==> src/rtl/alu_multicycle.sv <==
`default_nettype none
// ============================================================================
// Module   : alu_multicycle
// Purpose  : Execution-stage ALU; single-cycle logic/arith, iterative MUL/DIV
//            with start/busy/done handshake and MIPS-style HI/LO results.
// Revision : 1.0 - initial release
// ============================================================================
module alu_multicycle #(
    parameter int WIDTH = 32
) (
    input  logic             clk,
    input  logic             reset,
    input  logic             start,
    input  logic [2:0]       op,
    input  logic [WIDTH-1:0] a,
    input  logic [WIDTH-1:0] b,
    output logic [WIDTH-1:0] result_lo,
    output logic [WIDTH-1:0] result_hi,
    output logic             zero,
    output logic             busy,
    output logic             done,
    output logic             div_by_zero
);

    localparam int         c_CNT_W  = $clog2(WIDTH + 1);
    localparam logic [2:0] c_OP_ADD = 3'd0;
    localparam logic [2:0] c_OP_SUB = 3'd1;
    localparam logic [2:0] c_OP_AND = 3'd2;
    localparam logic [2:0] c_OP_OR  = 3'd3;
    localparam logic [2:0] c_OP_SLT = 3'd4;
    localparam logic [2:0] c_OP_MUL = 3'd5;
    localparam logic [2:0] c_OP_DIV = 3'd6;
    localparam logic [2:0] c_OP_NOP = 3'd7;

    typedef enum logic [1:0] {
        S_IDLE = 2'd0,
        S_CALC = 2'd1,
        S_DONE = 2'd2
    } state_t;

    state_t             r_state, w_state_nx;
    logic [WIDTH-1:0]   r_lo, w_lo_nx;
    logic [WIDTH-1:0]   r_hi, w_hi_nx;
    logic               r_zero, w_zero_nx;
    logic               r_dbz, w_dbz_nx;
    logic [c_CNT_W-1:0] r_cnt, w_cnt_nx;
    logic               r_is_div, w_is_div_nx;
    // r_acc: partial product high half / partial remainder
    // r_q  : multiplier being shifted out / dividend becoming the quotient
    logic [WIDTH-1:0]   r_acc, w_acc_nx;
    logic [WIDTH-1:0]   r_q, w_q_nx;
    logic [WIDTH-1:0]   r_opnd, w_opnd_nx;

    logic [WIDTH-1:0]   w_alu;
    logic [WIDTH:0]     w_mul_sum;
    logic [WIDTH:0]     w_div_sh;
    logic [WIDTH:0]     w_div_diff;
    logic               w_div_ge;
    logic [WIDTH-1:0]   w_it_hi;
    logic [WIDTH-1:0]   w_it_lo;

    always_comb begin
        w_alu = '0;
        case (op)
            c_OP_ADD: w_alu = a + b;
            c_OP_SUB: w_alu = a - b;
            c_OP_AND: w_alu = a & b;
            c_OP_OR:  w_alu = a | b;
            c_OP_SLT: w_alu = {{(WIDTH-1){1'b0}}, ($signed(a) < $signed(b))};
            default:  w_alu = '0;
        endcase
    end

    // One shift-add or restoring-subtract step per cycle.
    always_comb begin
        w_mul_sum  = {1'b0, r_acc} + (r_q[0] ? {1'b0, r_opnd} : {(WIDTH+1){1'b0}});
        w_div_sh   = {r_acc, r_q[WIDTH-1]};
        w_div_diff = w_div_sh - {1'b0, r_opnd};
        w_div_ge   = ~w_div_diff[WIDTH];
        if (r_is_div) begin
            w_it_hi = w_div_ge ? w_div_diff[WIDTH-1:0] : w_div_sh[WIDTH-1:0];
            w_it_lo = {r_q[WIDTH-2:0], w_div_ge};
        end else begin
            w_it_hi = w_mul_sum[WIDTH:1];
            w_it_lo = {w_mul_sum[0], r_q[WIDTH-1:1]};
        end
    end

    always_comb begin
        w_state_nx  = r_state;
        w_lo_nx     = r_lo;
        w_hi_nx     = r_hi;
        w_zero_nx   = r_zero;
        w_dbz_nx    = r_dbz;
        w_cnt_nx    = r_cnt;
        w_is_div_nx = r_is_div;
        w_acc_nx    = r_acc;
        w_q_nx      = r_q;
        w_opnd_nx   = r_opnd;
        case (r_state)
            S_IDLE: begin
                if (start) begin
                    if (op == c_OP_NOP) begin
                        w_dbz_nx   = 1'b0;
                        w_state_nx = S_DONE;
                    end else if (op == c_OP_DIV && b == '0) begin
                        w_lo_nx    = '1;
                        w_hi_nx    = a;
                        w_zero_nx  = 1'b0;
                        w_dbz_nx   = 1'b1;
                        w_state_nx = S_DONE;
                    end else if (op == c_OP_MUL || op == c_OP_DIV) begin
                        w_is_div_nx = (op == c_OP_DIV);
                        w_acc_nx    = '0;
                        w_q_nx      = (op == c_OP_DIV) ? a : b;
                        w_opnd_nx   = (op == c_OP_DIV) ? b : a;
                        w_cnt_nx    = '0;
                        w_state_nx  = S_CALC;
                    end else begin
                        w_lo_nx    = w_alu;
                        w_zero_nx  = (w_alu == '0);
                        w_dbz_nx   = 1'b0;
                        w_state_nx = S_DONE;
                    end
                end
            end
            S_CALC: begin
                w_acc_nx = w_it_hi;
                w_q_nx   = w_it_lo;
                w_cnt_nx = r_cnt + 1'b1;
                // The final step writes the results directly so done follows next cycle.
                if (r_cnt == c_CNT_W'(WIDTH - 1)) begin
                    w_lo_nx    = w_it_lo;
                    w_hi_nx    = w_it_hi;
                    w_zero_nx  = (w_it_lo == '0);
                    w_dbz_nx   = 1'b0;
                    w_state_nx = S_DONE;
                end
            end
            S_DONE:  w_state_nx = S_IDLE;
            default: w_state_nx = S_IDLE;
        endcase
    end

    always_ff @(posedge clk or posedge reset) begin
        if (reset) begin
            r_state  <= S_IDLE;
            r_lo     <= '0;
            r_hi     <= '0;
            r_zero   <= 1'b1;
            r_dbz    <= 1'b0;
            r_cnt    <= '0;
            r_is_div <= 1'b0;
            r_acc    <= '0;
            r_q      <= '0;
            r_opnd   <= '0;
        end else begin
            r_state  <= w_state_nx;
            r_lo     <= w_lo_nx;
            r_hi     <= w_hi_nx;
            r_zero   <= w_zero_nx;
            r_dbz    <= w_dbz_nx;
            r_cnt    <= w_cnt_nx;
            r_is_div <= w_is_div_nx;
            r_acc    <= w_acc_nx;
            r_q      <= w_q_nx;
            r_opnd   <= w_opnd_nx;
        end
    end

    assign result_lo   = r_lo;
    assign result_hi   = r_hi;
    assign zero        = r_zero;
    assign div_by_zero = r_dbz;
    assign busy        = (r_state == S_CALC);
    assign done        = (r_state == S_DONE);

endmodule
`default_nettype wire

==> config.mk <==
export PLATFORM = sky130hd
export DESIGN_NAME = alu_multicycle
export DESIGN_NICKNAME = d
export VERILOG_FILES = /design/src/rtl/alu_multicycle.sv
export SDC_FILE = /design/constraint.sdc
export NUM_CORES = 1
export LEC_CHECK = 0
export CORE_AREA = 2 2 194 196
export DETAILED_ROUTE_END_ITERATION = 16
export DIE_AREA = 0 0 196 198
export HOLD_SLACK_MARGIN = 0.12
export PLACE_DENSITY = 0.69
export SLEW_MARGIN = 15
export SYNTH_ARGS = -nofsm -noshare
export SYNTH_HDL_FRONTEND = slang
export SYNTH_SLANG_ARGS = --single-unit
==> constraint.sdc <==
create_clock -name clk -period 5.86 [get_ports clk]
set_input_delay 1.172 -clock clk [delete_from_list [all_inputs] [get_ports clk]]
set_output_delay 1.172 -clock clk [all_outputs]
set_load 0.005 [all_outputs]
# Word level (Yosys, flattened, before mapping)

Index checks and enable logic that the tools add are counted.
W data, S select, Z words.

Bits in registers: 171
Bits of input ports: 70
Output and inout bits: 68

Add/subtract/negate cells: 5
Magnitude comparators: 1
Equality and inequality tests: 18
Mux-type cells: 51
Bitwise gates (word level): 5
Reductions and logical operators: 14

Operators with widths:

| operator              | number |
|---|---|
| $mux W32              | 23 |
| $pmux W32 S2          | 4 |
| $pmux W32 S5          | 1 |
| $logic_not A32 Y1     | 3 |
| $add A32 B32 Y33      | 1 |
| $sub A33 B32 Y33      | 1 |
| $add A32 B32 Y32      | 1 |
| $and A32 B32 Y32      | 1 |
| $lt A32 B32 Y1        | 1 |
| $or A32 B32 Y32       | 1 |
| $sub A32 B32 Y32      | 1 |
| $mux W6               | 4 |
| $reduce_and A5 Y1     | 4 |
| $eq A3 B3 Y1 const B  | 4 |
| $pmux W6 S2           | 1 |
| $mux W1               | 10 |
| $mux W2               | 5 |
| $ne A2 B2 Y1 const B  | 5 |
| $add A6 B1 Y6 const B | 1 |
| $eq A3 B2 Y1 const B  | 2 |
| $eq A6 B5 Y1 const B  | 1 |
| $ne A4 B4 Y1 const B  | 1 |
| $pmux W1 S2           | 2 |
| $pmux W2 S2           | 1 |
| 13 further kinds      | 15 |

# Longest topological paths before layout

Gate-level depths: netlist of run 1.

Depth in word-level cells: 8
Mapped depth: 18
Gate-level depth less buffers: 16

# Worst setup path after synthesis of run 1

OpenSTA, ideal clock, no wires.

Kind: in2reg
From: input port a[0]
To: register r_zero, in the netlist zero
Arrival: 4013 ps
Required time: 5788 ps
Path slack: 1775 ps
Cell stages on the path: 15
Path through: inv_1 > ha_1 > fa_1 > o21bai_1 > a211oi_1 > or3b_1 > o2111a_1 > or4_1 > xnor2_1 > o221ai_1 > nor4_1 > nand4_1 > nor4_1 > nand2_1 > o21ai_1

Cells in the longest elaborated chain, start to end: 8

Ends and longest elaborated chain:

| what                                     | RTL line | RTL |
|---|---|---|
| from (decl)                              | 15       | `input logic [WIDTH-1:0] a,` |
| $sub A32 B32 Y32 (tied with other cells) | 66       | `c_OP_SUB: w_alu = a - b;` |
| $pmux W32 S5 (*)                         | 64       | `case (op)` |
| $logic_not A32 Y1 (*)                    | 121      | `w_zero_nx = (w_alu == '0);` |
| $mux W1 (*)                              | 112      | `end else if (op == c_OP_MUL \|\| op == c_OP_DIV) begin` |
| $mux W1 (*)                              | 106      | `end else if (op == c_OP_DIV && b == '0) begin` |
| $mux W1 (*)                              | 103      | `if (op == c_OP_NOP) begin` |
| $mux W1 (*)                              | 102      | `if (start) begin` |
| $pmux W1 S2 (*)                          | 100      | `case (r_state)` |
| to (signal assigned)                     | 161      | `r_zero <= w_zero_nx;` |
| to (decl)                                | 44       | `logic r_zero, w_zero_nx;` |

Mark *: on every way between the ends. The rest lies on a longest branch, timed or not. The select of a mux whose other input is x is not followed.
A chain may end at the register's enable or synchronous reset.

# Final worst setup path of run 1

From: input port b[0]
To: register r_zero, in the netlist zero

Cells in the longest elaborated chain, start to end: 8

Ends and longest elaborated chain:

| what                                     | RTL line | RTL |
|---|---|---|
| from (decl)                              | 16       | `input logic [WIDTH-1:0] b,` |
| $sub A32 B32 Y32 (tied with other cells) | 66       |  |
| $pmux W32 S5                             | 64       |  |
| $logic_not A32 Y1                        | 121      |  |
| $mux W1                                  | 112      |  |
| $mux W1                                  | 106      |  |
| $mux W1                                  | 103      |  |
| $mux W1                                  | 102      |  |
| $pmux W1 S2                              | 100      |  |

Parallel ways exist; a longest one is shown, timed or not. The select of a mux whose other input is x is not followed.

==> run metrics, run 1 <==
status=finished, final reports clean; Die X=slightly below 200 µm; R2R Path Start=r_q[0]$_DFFE_PP0P_; Via-to-Cell Ratio=approximately 6.5; antenna violations before repair=1; Die ar.=between 0.03 and 0.04 mm²; Clock Tree Root=clkbuf_16; Post-CTS Setup Repair Bufs=0; worst min-delay path class=reg2reg; Worst-Skew Late Latency=about 460 ps; critical-path maximum fanout=6; critical path required time=6250 ps; global route total overflow=0; Period Utilization, post-route=about nine tenths; synth cell count leaders=nand2_1, a21oi_1, nor2_1; H-tree levels=4; Die Y=approximately 200 µm; Area contributors post-synth=dfrtp_1, ha_1, a21oi_1, nand2_1, a211oi_1; synth warn=0; Mapped Nets=2,506; NumNets Final=roughly 2.6k; Yosys top cell by area=dfrtp_1; Routed wire per std cell=approximately 24 µm; cts hold-fix bufs=0; number of max-cap violations=0; CTS sink count=171; leak pwr=just over 0.009 µW; Slew headroom=28.1%; Clock Skews=slightly below 7 ps; routed wire length=67.1 mm; Non-Filler Cell Area, Final=approximately 0.02 mm²; Layout area overhead=14.7%; min cycle time layout=about 5300 ps; RSZ-0062 raised after global routing=false; PD cells=452 mW/mm²; FP Rows=a little over 70; Buffers on Ports=between 100 and 150; total CTS buffers=17; number of synthesized flops with an enable pin=0; Reg clk slew, reported paths=around 70 ps; Mapped Area=0.0175 mm²; post-DP HPWL=roughly 52 mm; vias in the first global route=about 17k; Worst-Margin Slew=between 1000 and 1500 ps; DR iter-0 viols=approximately 2.1k; Hold Slack=approximately 480 ps; Post-route DRC=0; Total GRT Usage=between 30% and 40%; Yosys top cell area share=around 24%; Initial Util=~47%; asr flop ratio synth=between 90% and 100%; Worst Path Arrival=5720 ps; final setup TNS=0 ps; antenna cells=0; Final Hold Fails=0; worst-case clock buffer depth=2; largest net degree at the start of global routing=between 100 and 150; layout cells sized above 1=roughly 6%; critical path class=in2reg; top-count cell post-synth=nand2_1; I/O Pins=around 140; Yosys reg bits=~170; met1 Use GR=a little under half; final worst slack=about 530 ps; final-report setup violation count=0; peak supply drop=0.338 mV; FMAX=between 0.15 and 0.2 GHz; DR vias=between 15k and 20k; TritonCTS clock tree=done; met2 GRT Util=between 50 and 60%; type of origin of the critical path=input pin; total core area=roughly 0.037 mm²; CP startpoint=b[0]; Pre-antenna DRT Iters=8; routability cong.=1.00; worst hold path depth=2; first-pass GRT wire length=approximately 100 mm; syn avg cell area=approximately 7.8 µm²; Routed Antenna Nets=0; Reg2Reg Depth=14; Seq/Total Area, Yosys=approximately a quarter; hold path start=result_hi[19]$_DFFE_PP0P_; Post-DP Area=slightly below 0.02 mm²; global route hottest layer=met2; Setup Slack @ Placement=282 ps; GR Util met3=under 10%; CP Capture Type=flip-flop; max-slew violation count=0; CTS resizes=0; dominant synthesized flop cell=dfrtp_1; Mapped Cells=between 2k and 2.5k; library cells used by synthesis=90
## per-layer routing
layer	routed length (µm)	vias to the layer above
li1	-	8336
met4	2720	0
met2	30000	969
met1	28400	8803
met3	6050	152
met5	0	-
## final timing paths
check / to / slack (ps)
max: zero$_DFFE_PP1P_ / 530
min: result_hi[19]$_DFFE_PP0P_ / 480
max reg2reg: result_hi[28]$_DFFE_PP0P_ / 1100
min reg2reg: result_hi[19]$_DFFE_PP0P_ / 480
max in group asynchronous: r_is_div$_DFFE_PP0P_ / 3660
min in group asynchronous: r_acc[5]$_DFFE_PP0P_ / 1080
## registers in the layout (all words and copies together), names as in the netlist
name	count
r_q	32
r_acc	32
div_by_zero	1
r_cnt	6
r_is_div	1
result_lo	32
zero	1
result_hi	32
r_opnd	32
r_state	2
## final cells by class
cell class	count	area (µm²)
Tap cell	474	593
Inverter	155	587
Clock buffer	17	425
Fill cell	3534	16900
Sequential cell	171	4280
Timing Repair Buffer	194	1820
Clock inverter	15	235
Multi-Input combinational cell	1797	12100
## report_power, final
| group | internal (µW) | total (µW) | switching, µW |
|---|---|---|---|
| registers | 1700 | 2240 | 545 |
| clock network | 767 | 1310 | 539 |
| logic | 2370 | 5530 | 3160 |
## through the flow
stage / total power (µW) / utilization, % / cells
global placement: 7540 / 52.5 / 2791
CTS: 8990 / 54.3 / 2823
detailed placement: 7650 / 52.5 / 2791
floorplan: 5900 / - / 2256
global route: 9720 / 54.3 / 2823
finish: 9080 / 54.3 / 2823
## kinds of logic after synthesis
family / count (synthesis) / share of synthesized area (%)
xor+xnor: 80 / 4.05
simple gates: 682 / 18.6
fa+ha+maj: 180 / 13.0
buf+inv: 288 / 6.42
mux: 38 / 2.20
compound gates: 817 / 31.2
flops: 171 / 24.5
## cell usage in the layout, fill, tap and decap left out, types with 9 or more instances in the layout
cell,count
a211o_1,9
a211oi_1,107
a21o_1,93
a21oi_1,215
a311oi_1,38
a31oi_1,16
and2_1,44
and3_1,12
buf_4,56
clkbuf_16,17
clkdlybuf4s50_1,136
dfrtp_1,169
ha_1,176
inv_1,151
mux2i_1,34
nand2_1,216
nand2b_1,15
nand3_1,36
nand4_1,12
nor2_1,182
nor2b_1,48
nor3_1,38
nor4_1,26
o211ai_1,19
o21a_1,11
o21ai_0,134
o21bai_1,27
o22ai_1,12
o31ai_1,30
or2_2,12
or3_1,10
xnor2_1,51
xor2_1,28
## worst max-delay path: stages
cell and delay (ps):
clkdlybuf4s50_1 570, ha_1 370, fa_1 440, a211oi_1 270, o21ai_0 440, a31oi_1 320
nor3_1 60, or4_1 570, xnor2_1 200, o221ai_1 140, nor4_1 260, buf_4 190
nand4_1 90, nor4_1 330, nand2_1 110, o21ai_1 150
Power figures use the tool's default switching activity.
==> run 2: changes to the inputs <==
--- a/config.mk
+++ b/config.mk
@@ -5,9 +5,9 @@
 export SDC_FILE = /design/constraint.sdc
 export NUM_CORES = 1
 export LEC_CHECK = 0
-export CORE_AREA = 2 2 194 196
+export CORE_AREA = 2 2 148 258
 export DETAILED_ROUTE_END_ITERATION = 16
-export DIE_AREA = 0 0 196 198
+export DIE_AREA = 0 0 150 260
 export HOLD_SLACK_MARGIN = 0.12
 export PLACE_DENSITY = 0.69
 export SLEW_MARGIN = 15
==> run 2 against run 1 <==
Clock power fell by 12%. Count of clock-buffer cells in the layout rose by 4. Worst setup slack improved by 130 ps. Flip-flop and latch count did not move. Combinational power rose by 0.7%. Total power fell by 1.0%. Non-clock buffer count rose by 13. Clock skew rose by 3.2 ps. First-iteration DRC count fell by 29%. Utilization rose by 0.26 points.
==> run metrics, run 2 (synthesized netlist as in run 1, its figures left out) <==
Clock Skews=10.0 ps (+3.18 ps); R2R Path Start=r_q[0]$_DFFE_PP0P_; routability cong.=1.05 (+4.3%); Routed wire per std cell=24.6 µm (+3.6%); worst-case clock buffer depth=2 (unchanged); number of max-cap violations=0 (unchanged); global route total overflow=0 (unchanged); most frequent cells in the layout=nand2_1, a21oi_1, nor2_1; routed wire length=70.0 mm (+4.2%); Final Hold Fails=0 (unchanged); reg2reg setup slack=740 ps (-360 ps); peak supply drop=0.378 mV (+12%); Worst-Margin Slew=1230 ps (+174 ps); CP Capture Type=flip-flop; Initial Util=47.6% (+0.24 points); critical path required time=6240 ps (about the same); most common cell after layout, fill and taps aside=nand2_1; Clock Tree Root=clkbuf_16; Reg2Reg Depth=15 (+1); Die Y=260 µm (+31%); FP Rows=93 (+31%); Tot Pwr=8990 µW (-1.0%); TritonCTS clock tree=done; hold path start=result_hi[17]$_DFFE_PP0P_; type of origin of the critical path=input pin; FILL cells=3,578 (+1.2%); final core utilization=54.6% (+0.26 points); Die X=150 µm (-23%); CTS resizes=0 (unchanged); FMAX=0.192 GHz (+2.6%); Post-route DRC=0 (unchanged); leak pwr=0.00931 µW (+0.23%); first-pass GRT wire length=106 mm (+4.3%); CTS sink count=171 (unchanged); post-DP HPWL=55.4 mm (+6.2%); status=finished, final reports clean; Total GRT Usage=35.7% (+1.5 points); Non-Filler Cell Area, Final=0.0201 mm² (about the same); worst hold path depth=2 (unchanged); Pre-antenna DRT Iters=6 (-2); critical path class=in2reg; max-slew violation count=0 (unchanged); PD cells=448 mW/mm² (-0.97%); Via-to-Cell Ratio=6.44 (-0.41%); RSZ-0062 raised after global routing=false; layout cells sized above 1=6.31% (+0.48 points); total core area=0.0368 mm² (-0.50%); final setup TNS=0 ps (unchanged); Worst-Skew Late Latency=450 ps (about the same); DR iter-0 viols=1,450 (-29%); vias in the first global route=18.0k (+4.6%); Routed Antenna Nets=0 (unchanged); antenna violations before repair=2 (+1); hold endpoint=result_hi[17]$_DFFE_PP0P_; largest net degree at the start of global routing=91 (-30%); H-tree levels=4 (unchanged); r2r endpoint=result_hi[28]$_DFFE_PP0P_; Layout area overhead=14.7% (about the same); total CTS buffers=17 (unchanged); min cycle time layout=5200 ps (-133 ps); Reg clk slew, reported paths=70 ps (about the same); worst min-delay path class=reg2reg; NumNets Final=2,599 (+0.50%); Post-CTS Setup Repair Bufs=0 (unchanged); Worst Path Arrival=5580 ps (-140 ps); final-report setup violation count=0 (unchanged); Post-DP Area=0.0195 mm² (+0.37%); Period Utilization, post-route=88.7% (-2.3 points); Buffers on Ports=137 (unchanged); DR vias=18.3k (+0.15%); cts hold-fix bufs=0 (unchanged); critical-path maximum fanout=11 (+5); Slew headroom=18.3% (-9.8 points); I/O Pins=138 (unchanged); Die ar.=0.0390 mm² (+0.49%)
run 2: cell count changes in the layout (fill, tap and decap cells not counted), moves of 2 or more:
cell       delta
inv_8         -3
buf_4        +14
clkbuf_8      +2
clkbuf_1      +2
diode_2       +2
clkinv_2      +3
buf_12        -2
bufinv_16     -3
run 2: critical path, cell delays in order:
cell             delay, ps
clkdlybuf4s50_1        650
inv_1                  140
ha_1                   550
nor2b_1                230
a211oi_1               110
o221a_2                330
a2111oi_2              790
o31ai_1                160
xnor2_1                180
o22ai_1                120
a2111oi_0              450
o221a_2                270
o2111a_1               210
nand2_1                 70
o21ai_1                140
run 2: how the worst max path moves through the flow:
| stage | from | endpoint | depth (start not counted) |
|---|---|---|---|
| CTS | b[17] | zero$_DFFE_PP1P_ | 16 |
| finish | a[10] | zero$_DFFE_PP1P_ | 15 |
| global route | b[17] | zero$_DFFE_PP1P_ | 16 |
| detailed placement | b[17] | zero$_DFFE_PP1P_ | 16 |
| global placement | b[17] | zero$_DFFE_PP1P_ | 16 |
| floorplan | reset | div_by_zero$_DFFE_PP0P_ | 1 |
run 2: layout make-up:
cell class	count	area (µm²)	share of cell area, %
clock inverters	11	118	0.586
well taps	475	594	2.96
diodes	2	5.00	0.0249
multi-input cells	1797	12100	60.4
inverters	155	587	2.92
clock buffers	21	460	2.29
repair buffers	207	1890	9.43
flip-flops and latches	171	4280	21.3
run 2: where the power goes:
group          leakage, µW  internal, µW  switching [µW]
Sequential         0.00209          1700             572
Clock             0.000283           648             503
Combinational      0.00693          2390            3180
Total              0.00931          4730            4260
run 2: routing by layer:
layer | vias to the layer above | part of all wire, % | track usage [%]
li1 | 8329 | - | -
met1 | 8898 | 37 | 40.7
met2 | 816 | 49 | 61.1
met3 | 245 | 5.5 | 3.88
met4 | 0 | 8.6 | 26.3
met5 | - | 0 | 0
run 2: metrics by stage:
step | std cells | worst slack [ps] | hold WS (ps)
after floorplan | 2256 | 57.9 | 473
after global placement | 2805 | 362 | 460
after detailed placement | 2805 | 356 | 465
after CTS | 2837 | 792 | 481
after global routing | 2839 | 508 | 500
final | 2839 | 660 | 475
==> run 3: changes to the inputs <==
--- a/config.mk
+++ b/config.mk
@@ -9,7 +9,7 @@
 export DETAILED_ROUTE_END_ITERATION = 16
 export DIE_AREA = 0 0 150 260
 export HOLD_SLACK_MARGIN = 0.12
-export PLACE_DENSITY = 0.69
+export PLACE_DENSITY = 0.66
 export SLEW_MARGIN = 15
 export SYNTH_ARGS = -nofsm -noshare
 export SYNTH_HDL_FRONTEND = slang
==> constraint.sdc (replaced) <==
create_clock -name clk -period 6.4 [get_ports clk]
set_input_delay 1.28 -clock clk [delete_from_list [all_inputs] [get_ports clk]]
set_output_delay 1.28 -clock clk [all_outputs]
set_load 0.005 [all_outputs]
==> run 3 against run 2 <==
Sequential power fell by 8.8%. Flip-flop and latch count stayed put. Clock power is 3% higher. Clock skew hardly changed. Register-to-register slack better by 440 ps. Count of clock-buffer cells in the layout did not move. Critical path type unchanged. Utilization is 0.17 points lower. Final cell count shrank 0.77%. Global-route usage up 2.3 points. Non-clock buffer count fell by 21. Die area unchanged.
==> run metrics, run 3 (synthesized netlist as in run 1, its figures left out) <==
worst min-delay path class=reg2reg; cts hold-fix bufs=0 (unchanged); Initial Util=47.6% (unchanged); Flop pwr share=24.7% (-0.5 points); I/O Pins=138 (unchanged); Clock Tree Root=clkbuf_16; final setup TNS=0 ps (unchanged); Reg clk slew, reported paths=70 ps (about the same); Period Utilization, post-route=between 80% and 90%; RSZ-0062 raised after global routing=false; Die X=150 µm (unchanged); largest net degree at the start of global routing=106 (+16%); CP startpoint=a[6]; critical path required time=6790 ps (+550 ps); global route total overflow=0 (unchanged); Worst Path Arrival=6070 ps (+490 ps); post-DP HPWL=58.3 mm (+5.4%); FF+latch area=0.00429 mm² (about the same); vias in the first global route=18.0k (-0.28%); critical path class=in2reg; crit-path max cell delay=650 ps (-140 ps); total CTS buffers=17 (unchanged); P_sw=3950 µW (-7.3%); R2R Path Start=r_q[31]$_DFFE_PP0P_; Setup Slack @ Placement=550 ps (+194 ps); Worst-Skew Late Latency=460 ps (about the same); Die ar.=0.0390 mm² (unchanged); CP Capture Type=flip-flop; most frequent cells in the layout=nand2_1, a21oi_1, nor2_1; CP Depth=15 (unchanged); routed wire length=74.8 mm (+6.9%); Clock Skews=10.1 ps (+0.0676 ps); antenna violations before repair=1 (-1); area of the multi-input gates=0.0121 mm² (unchanged); Pre-antenna DRT Iters=7 (+1); status=finished, final reports clean; FP Rows=93 (unchanged); Gate power share=61.2% (-0.7 points); hold endpoint=result_hi[18]$_DFFE_PP0P_; Worst path top cell family by delay=compound AO/OA/AOI/OAI gates; Worst-Margin Slew=1090 ps (-134 ps); Routed wire per std cell=26.5 µm (+7.7%); FMAX=roughly 0.18 GHz; dpl cells=2,784 (-0.75%); Routed Antenna Nets=0 (unchanged); most common cell after layout, fill and taps aside=nand2_1; routability cong.=1.06 (+1.4%); final-report setup violation count=0 (unchanged); CTS sink count=171 (unchanged); Bufs and invs on worst path=2 (unchanged); final worst slack=725 ps (+64.3 ps); Non-Filler Cell Area, Final=0.0200 mm² (-0.31%); Die Y=260 µm (unchanged); Total GRT Usage=38.0% (+2.3 points); TritonCTS clock tree=done; type of origin of the critical path=input pin; worst-path cell chain=clkdlybuf4s50_1, inv_1, ha_1, a2111oi_0, o21ai_1, nand2_1, o21ai_0, a311oi_1, nor3_1, o31ai_1, nor4bb_1, nand4_1, nor4_1, nand2_1, o21ai_1; Clock Power Share=14.2% (+1.4 points); min cycle time layout=between 5000 and 6000 ps; H-tree levels=4 (unchanged); leak pwr=0.00924 µW (-0.67%); worst-case clock buffer depth=2 (unchanged); Post-CTS Setup Repair Bufs=0 (unchanged); Post-route DRC=0 (unchanged); Internal=4430 µW (-6.4%); critical-path maximum fanout=10 (-1); fin cells=2,817 (-0.77%); hold path start=result_hi[18]$_DFFE_PP0P_; Slew headroom=25.3% (+7.1 points); Layout area overhead=14.4%; number of max-cap violations=0 (unchanged); reg2reg setup slack=1180 ps (+440 ps); Post-DP Area=0.0194 mm² (-0.68%); worst hold path depth=2 (unchanged); layout cells sized above 1=5.51% (-0.80 points); NumNets Final=2,578 (-0.81%); DR vias=18.4k (+0.59%); Buffers on Ports=137 (unchanged); FILL cells=3,633 (+1.5%); PD cells=419 mW/mm² (-6.5%); Via-to-Cell Ratio=6.53 (+1.4%); r2r endpoint=result_hi[9]$_DFFE_PP0P_; peak supply drop=0.246 mV (-35%); total core area=0.0368 mm² (unchanged); switch share=47.1% (-0.24 points); max-slew violation count=0 (unchanged); Final Hold Fails=0 (unchanged); CTS resizes=0 (unchanged); DR iter-0 viols=1,629 (+12%); Reg2Reg Depth=16 (+1); first-pass GRT wire length=110 mm (+4.1%); final core utilization=54.4% (-0.17 points); Slowest cell on crit path=clkdlybuf4s50_1
-- run 3: changes by cell type in the layout (fill, tap and decap cells not counted), sizes merged --
cell | previous run | this run
buf | 71 | 50
bufinv | 2 | 5
clkinv | 8 | 6
clkinvlp | 2 | 1
diode | 2 | 1
-- run 3: power groups by stage --
stage | clock [µW] | sequential, µW | combinational, µW
after floorplan | 0 | 1860 | 3540
after global placement | 0 | 2050 | 4950
after detailed placement | 0 | 2060 | 5010
after CTS | 1190 | 2050 | 5050
after global routing | 1230 | 2110 | 5580
final | 1190 | 2070 | 5120
-- run 3: area by class of cell --
class                   count  share of cell area [%]
clock buffers              21                    2.30
repair buffers            186                    8.79
clock inverters            11                   0.951
inverters                 155                    2.93
multi-input cells        1797                    60.6
flip-flops and latches    171                    21.4
well taps                 475                    2.97
diodes                      1                  0.0125
-- run 3: per-layer routing --
metal	global-route usage (%)	part of all wire, %
met5	0	0
met3	5.19	6.4
met4	27.5	8.5
met2	65.9	50
met1	42.0	36
-- run 3: worst reg2reg max path, delay by kind of cell (launching register included) --
kind,cells,cell delay (ps)
compound gates,6,2420
xor+xnor,1,670
buf+inv,3,570
fa+ha+maj,2,480
flops,1,380
simple gates,3,320
mux,1,230
-- run 3: metrics by stage --
| stage | hold slack [ps] | power, µW |
|---|---|---|
| 2_1_floorplan | 473 | 5400 |
| 3_3_place_gp | 461 | 7000 |
| 3_5_place_dp | 469 | 7070 |
| 4_1_cts | 484 | 8290 |
| 5_1_grt | 507 | 8920 |
| 6_report | 482 | 8380 |
-- run 3: worst max-delay path by stage --
stage,endpoint,slack (ps)
after global routing,zero$_DFFE_PP1P_,780
final,zero$_DFFE_PP1P_,720
after global placement,zero$_DFFE_PP1P_,500
after floorplan,div_by_zero$_DFFE_PP0P_,490
after detailed placement,zero$_DFFE_PP1P_,550
after CTS,zero$_DFFE_PP1P_,1000
